<file path="src/rtl/keyfob_decoder.sv">
// Keyfob RF frame receiver: start, 16-bit ID, 2-bit command, even parity, stop.
// Validates framing, parity and device ID, then emits a one-cycle result strobe.
module keyfob_decoder #(
    parameter int unsigned BIT_TICKS = 5000,
    parameter logic [15:0] DEVICE_ID = 16'hA5C3
) (
    input  logic       clk,
    input  logic       rst,
    input  logic       rf_in,
    output logic [1:0] cmd,
    output logic       cmd_valid,
    output logic       frame_err,
    output logic       id_miss,
    output logic       busy
);

    localparam int unsigned CW = $clog2(BIT_TICKS);
    localparam logic [CW-1:0] HALF_M1 = CW'(BIT_TICKS / 2 - 1);
    localparam logic [CW-1:0] FULL_M1 = CW'(BIT_TICKS - 1);

    typedef enum logic [2:0] {
        S_IDLE,
        S_START,
        S_DATA,
        S_PARITY,
        S_STOP,
        S_WAIT_IDLE
    } state_t;

    state_t          state_q, state_d;
    logic            sync1_q, sync2_q, prev_q;
    logic [CW-1:0]   cnt_q, cnt_d;
    logic [4:0]      idx_q, idx_d;
    logic [17:0]     sh_q, sh_d;
    logic            par_q, par_d;
    logic [1:0]      cmd_q, cmd_d;
    logic            cmd_valid_q, cmd_valid_d;
    logic            frame_err_q, frame_err_d;
    logic            id_miss_q, id_miss_d;
    logic            rf_s, tick, par_ok;

    assign rf_s   = sync2_q;
    assign tick   = (cnt_q == '0);
    assign par_ok = ~^{sh_q, par_q};

    always_ff @(posedge clk or negedge rst) begin
        if (!rst) begin
            sync1_q     <= 1'b1;
            sync2_q     <= 1'b1;
            prev_q      <= 1'b1;
            state_q     <= S_IDLE;
            cnt_q       <= '0;
            idx_q       <= '0;
            sh_q        <= '0;
            par_q       <= 1'b0;
            cmd_q       <= '0;
            cmd_valid_q <= 1'b0;
            frame_err_q <= 1'b0;
            id_miss_q   <= 1'b0;
        end else begin
            sync1_q     <= rf_in;
            sync2_q     <= sync1_q;
            prev_q      <= sync2_q;
            state_q     <= state_d;
            cnt_q       <= cnt_d;
            idx_q       <= idx_d;
            sh_q        <= sh_d;
            par_q       <= par_d;
            cmd_q       <= cmd_d;
            cmd_valid_q <= cmd_valid_d;
            frame_err_q <= frame_err_d;
            id_miss_q   <= id_miss_d;
        end
    end

    always_comb begin
        state_d     = state_q;
        cnt_d       = cnt_q;
        idx_d       = idx_q;
        sh_d        = sh_q;
        par_d       = par_q;
        cmd_d       = cmd_q;
        cmd_valid_d = 1'b0;
        frame_err_d = 1'b0;
        id_miss_d   = 1'b0;

        // Every sampling state counts down to zero and reloads a full bit period.
        if (state_q != S_IDLE && state_q != S_WAIT_IDLE) begin
            cnt_d = tick ? FULL_M1 : cnt_q - 1'b1;
        end

        case (state_q)
            S_IDLE: begin
                if (!rf_s && prev_q) begin
                    cnt_d   = HALF_M1;
                    state_d = S_START;
                end
            end
            S_START: begin
                if (tick) begin
                    if (rf_s) begin
                        state_d = S_IDLE;
                    end else begin
                        idx_d   = '0;
                        state_d = S_DATA;
                    end
                end
            end
            S_DATA: begin
                if (tick) begin
                    sh_d = {rf_s, sh_q[17:1]};
                    if (idx_q == 5'd17) begin
                        state_d = S_PARITY;
                    end else begin
                        idx_d = idx_q + 5'd1;
                    end
                end
            end
            S_PARITY: begin
                if (tick) begin
                    par_d   = rf_s;
                    state_d = S_STOP;
                end
            end
            S_STOP: begin
                if (tick) begin
                    if (!rf_s || !par_ok) begin
                        frame_err_d = 1'b1;
                        state_d     = rf_s ? S_IDLE : S_WAIT_IDLE;
                    end else if (sh_q[15:0] != DEVICE_ID) begin
                        id_miss_d = 1'b1;
                        state_d   = S_IDLE;
                    end else begin
                        cmd_d       = sh_q[17:16];
                        cmd_valid_d = 1'b1;
                        state_d     = S_IDLE;
                    end
                end
            end
            S_WAIT_IDLE: begin
                if (rf_s) begin
                    state_d = S_IDLE;
                end
            end
            default: state_d = S_IDLE;
        endcase
    end

    assign cmd       = cmd_q;
    assign cmd_valid = cmd_valid_q;
    assign frame_err = frame_err_q;
    assign id_miss   = id_miss_q;
    assign busy      = (state_q != S_IDLE);

endmodule

</file>
<file path="config.mk">
export PLATFORM = sky130hd
export DESIGN_NAME = keyfob_decoder
export DESIGN_NICKNAME = d
export VERILOG_FILES = /design/src/rtl/keyfob_decoder.sv
export SDC_FILE = /design/constraint.sdc
export NUM_CORES = 1
export LEC_CHECK = 0
export ABC_CLOCK_PERIOD_IN_PS = 2700
export CAP_MARGIN = 20
export CORE_UTILIZATION = 55
export DETAILED_ROUTE_END_ITERATION = 6
export PLACE_DENSITY = 0.73
export SLEW_MARGIN = 20
export SYNTH_ARGS = -nofsm -noshare
export SYNTH_HDL_FRONTEND = slang
export SYNTH_SLANG_ARGS = --single-unit
</file>
<file path="constraint.sdc">
create_clock -name clk -period 2.7 [get_ports clk]
set_input_delay 0.27 -clock clk [delete_from_list [all_inputs] [get_ports clk]]
set_output_delay 0.27 -clock clk [all_outputs]
set_load 0.05 [all_outputs]
</file>
==> metrics.md <==
| Metric | Value |
|---|---|
| Status | `finished with violations` |
| Failing checks | `negative hold slack` |
| Root Driver | `clkbuf_8` |
| Vias/cell | `5.75` |
| Peak supply drop | `424 uV` |
| # clock sinks | `48` |
| Antenna violations before repair | `0` |
| Cell taking the most area after synthesis | `dfrtp_1` |
| Worst-skew pair later-pin latency | `290 ps` |
| Drt total wl | `4100 um` |
| Share of cells above drive strength 1 | `17.8%` |
| CTS resizes | `0` |
| Drt wl/cell | `14.9 um` |
| Initial Util | `58.8%` |
| Standard-cell rows | `23` |
| Vias in the first global route | `1,591` |
| TritonCTS buffer count | `5` |
| Area delta synth->final | `8.49%` |
| Setup ws final | `404 ps` |
| 1st-iter DRT viols | `94` |
| Fin crit period | `2300 ps` |
| Largest net degree at the start of global routing | `49` |
| Skew final | `8.81 ps` |
| MaxCap Viol Count | `0` |
| Die area | `4640 um^2` |
| Worst-path clk slew | `90 ps` |
| Seq/Total Area, Yosys | `50.1%` |
| FILL cells | `324` |
| Kind of critical path | `register to primary output` |
| Critical path peak fanout | `13` |
| Tcrit/Tclk final | `85.0%` |
| Htree depth | `2` |
| Final net count | `231` |
| Post-synth top area share | `46.9%` |
| TritonRoute pass-1 iters | `4` |
| Total Power | `0.00161 W` |
| Req. time, crit path | `2430 ps` |
| Most used flip-flop cell after synthesis | `dfrtp_1` |
| # setup viols final | `0` |
| Tot GR Track Use | `21.0%` |
| Remaining DRCs | `0` |
| Crit path capture type | `primary output` |
| Crit start category | `register` |
| Hold slack | `-36.8 ps` |
| Hold Fails Final Rpt | `45` |
| # IOs | `9` |
| Chip width | `68.1 um` |
| Maximum clock frequency | `436 MHz` |
| Synth Cell Area | `2400 um^2` |
| TritonCTS clock tree | `yes` |
| Post-Synthesis Cells | `215` |
| Worst-margin pin slew | `659 ps` |
| Routed Antenna Nets | `0` |
| Synthesized flop and latch total | `48` |
| Max clock buf depth | `2` |
| EDFF count, synth | `0` |
| Worst hold path type | `input port to async pin` |
| Setup bufs post-CTS | `0` |
| Hold_buf cts | `0` |
| Grt total ovfl | `0` |
| Synth area leaders | `dfrtp_1, mux2_2, xnor2_1` |
| Netlist cell types | `46` |
| Syn Nets | `222` |
| CP Buf/Inv Count | `1` |
| Die Y | `68.1 um` |
| Post-synth top cells | `dfrtp_1, mux2_2, xnor2_1` |
| Post-Place Setup Slack | `460 ps` |
| Crit path max-delay cell type | `clkdlybuf4s50_1` |
| Port Buffers | `8` |
| Via count | `1,580` |
| Core area | `4090 um^2` |
| Top cell family by delay on the critical path | `buffers and inverters` |
| Setup_tns | `0 ps` |
| Slew Viols, Final | `0` |
| Async SR Flop Fraction | `100%` |
| CP cell instances | `or3_1, clkdlybuf4s50_1` |
| Most frequent cell after synthesis | `dfrtp_1` |
| Syn avg cell area | `11.2 um^2` |
| Max incr delay on CP | `730 ps` |
| Power Density | `617 nW/um^2` |
| GPL Wtd Cong | `0.821` |
| Synth warn | `0` |
| Worst EP arrival | `2030 ps` |
| Worst slew margin | `56.0%` |
| Unrepaired setup endpoints after global routing | `no` |
| Global-route wire length before repair | `7140 um` |
| Post-DP HPWL | `2920 um` |
| P_leak | `1.13 nW` |
| # diodes | `0` |
[stage by stage]
step                hold slack, ps  cell area, um^2  std cells  utilization [%]
global placement               346             2510        267             61.5
detailed placement             350             2510        267             61.5
CTS                            187             2610        275             63.7
finish                       -36.8             2610        275             63.8
global route                  7.63             2610        275             63.8
floorplan                    -25.6             2400        215                -
[metal layers]
layer  track usage, %  share of wire [%]  up-vias
li1                 -                  -      776
met2             36.9                 53        8
met4             6.51               0.88        0
met5                0                  0        -
met3             4.67                1.3        4
met1             25.3                 45      792
[area by class of cell]
cell class              instances  area, um^2  area share (%)
clock buffers                   7        86.3            3.31
clock inverters                 1        7.51           0.288
inverters                       4        15.0           0.576
multi-input cells             156        1150            44.0
flip-flops and latches         48        1200            46.2
well taps                      50        62.6            2.40
repair buffers                  9        85.1            3.26
[placed cells by master, fill, tap and decap left out, types with 2 or more instances in the layout]
master	count
o21ai_0	12
nor3b_1	3
clkdlybuf4s50_1	7
xor2_1	5
nor4b_1	3
nor2_1	16
nor4_1	3
nand4_1	3
buf_4	2
nand2b_1	3
clkbuf_8	6
nor3_1	7
a21oi_1	7
inv_1	4
nand3_1	7
nor2b_1	4
mux2_2	21
xnor2_1	20
dfrtp_1	45
ha_1	4
nand2_1	12
dfstp_2	3
or3_1	3
xnor2_2	2
[power breakdown]
| group | total [W] | switching (W) | internal (W) | leakage, nW |
|---|---|---|---|---|
| Clock | 0.000438 | 0.000230 | 0.000208 | 0.0445 |
| Sequential | 0.000878 | 0.0000865 | 0.000791 | 0.626 |
| Combinational | 0.000294 | 0.000170 | 0.000124 | 0.457 |
| Total | 0.00161 | 0.000486 | 0.00112 | 1.13 |
[cells by family after synthesis]
kind of cell    Yosys count  synth area share, %
simple gates             76                 17.8
flops                    48                 50.1
xor+xnor                 28                 11.4
compound gates           27                 6.61
mux                      21                 9.84
buf+inv                  11                 2.19
fa+ha+maj                 4                 2.08
[path summary, 6_finish.rpt]
path,cells past startpoint,endpoint,from,slack (ps)
max,2,busy,state_q[0],400
min,1,cnt_q[3],rst,-40
max reg2reg,7,idx_q[3],cnt_q[0],450
min reg2reg,0,rf_s,sync1_q,360
max in group asynchronous,1,sh_q[1],rst,2330
min in group clk,0,rf_s,sync1_q,360
[flip-flops by register name, summed over array words and instances, names as in the netlist, 2 cells and up]
register  cells
sh_q         18
state_q       3
cnt_q        13
idx_q         5
cmd           2
Note: power is estimated with default switching activity, not from simulation.
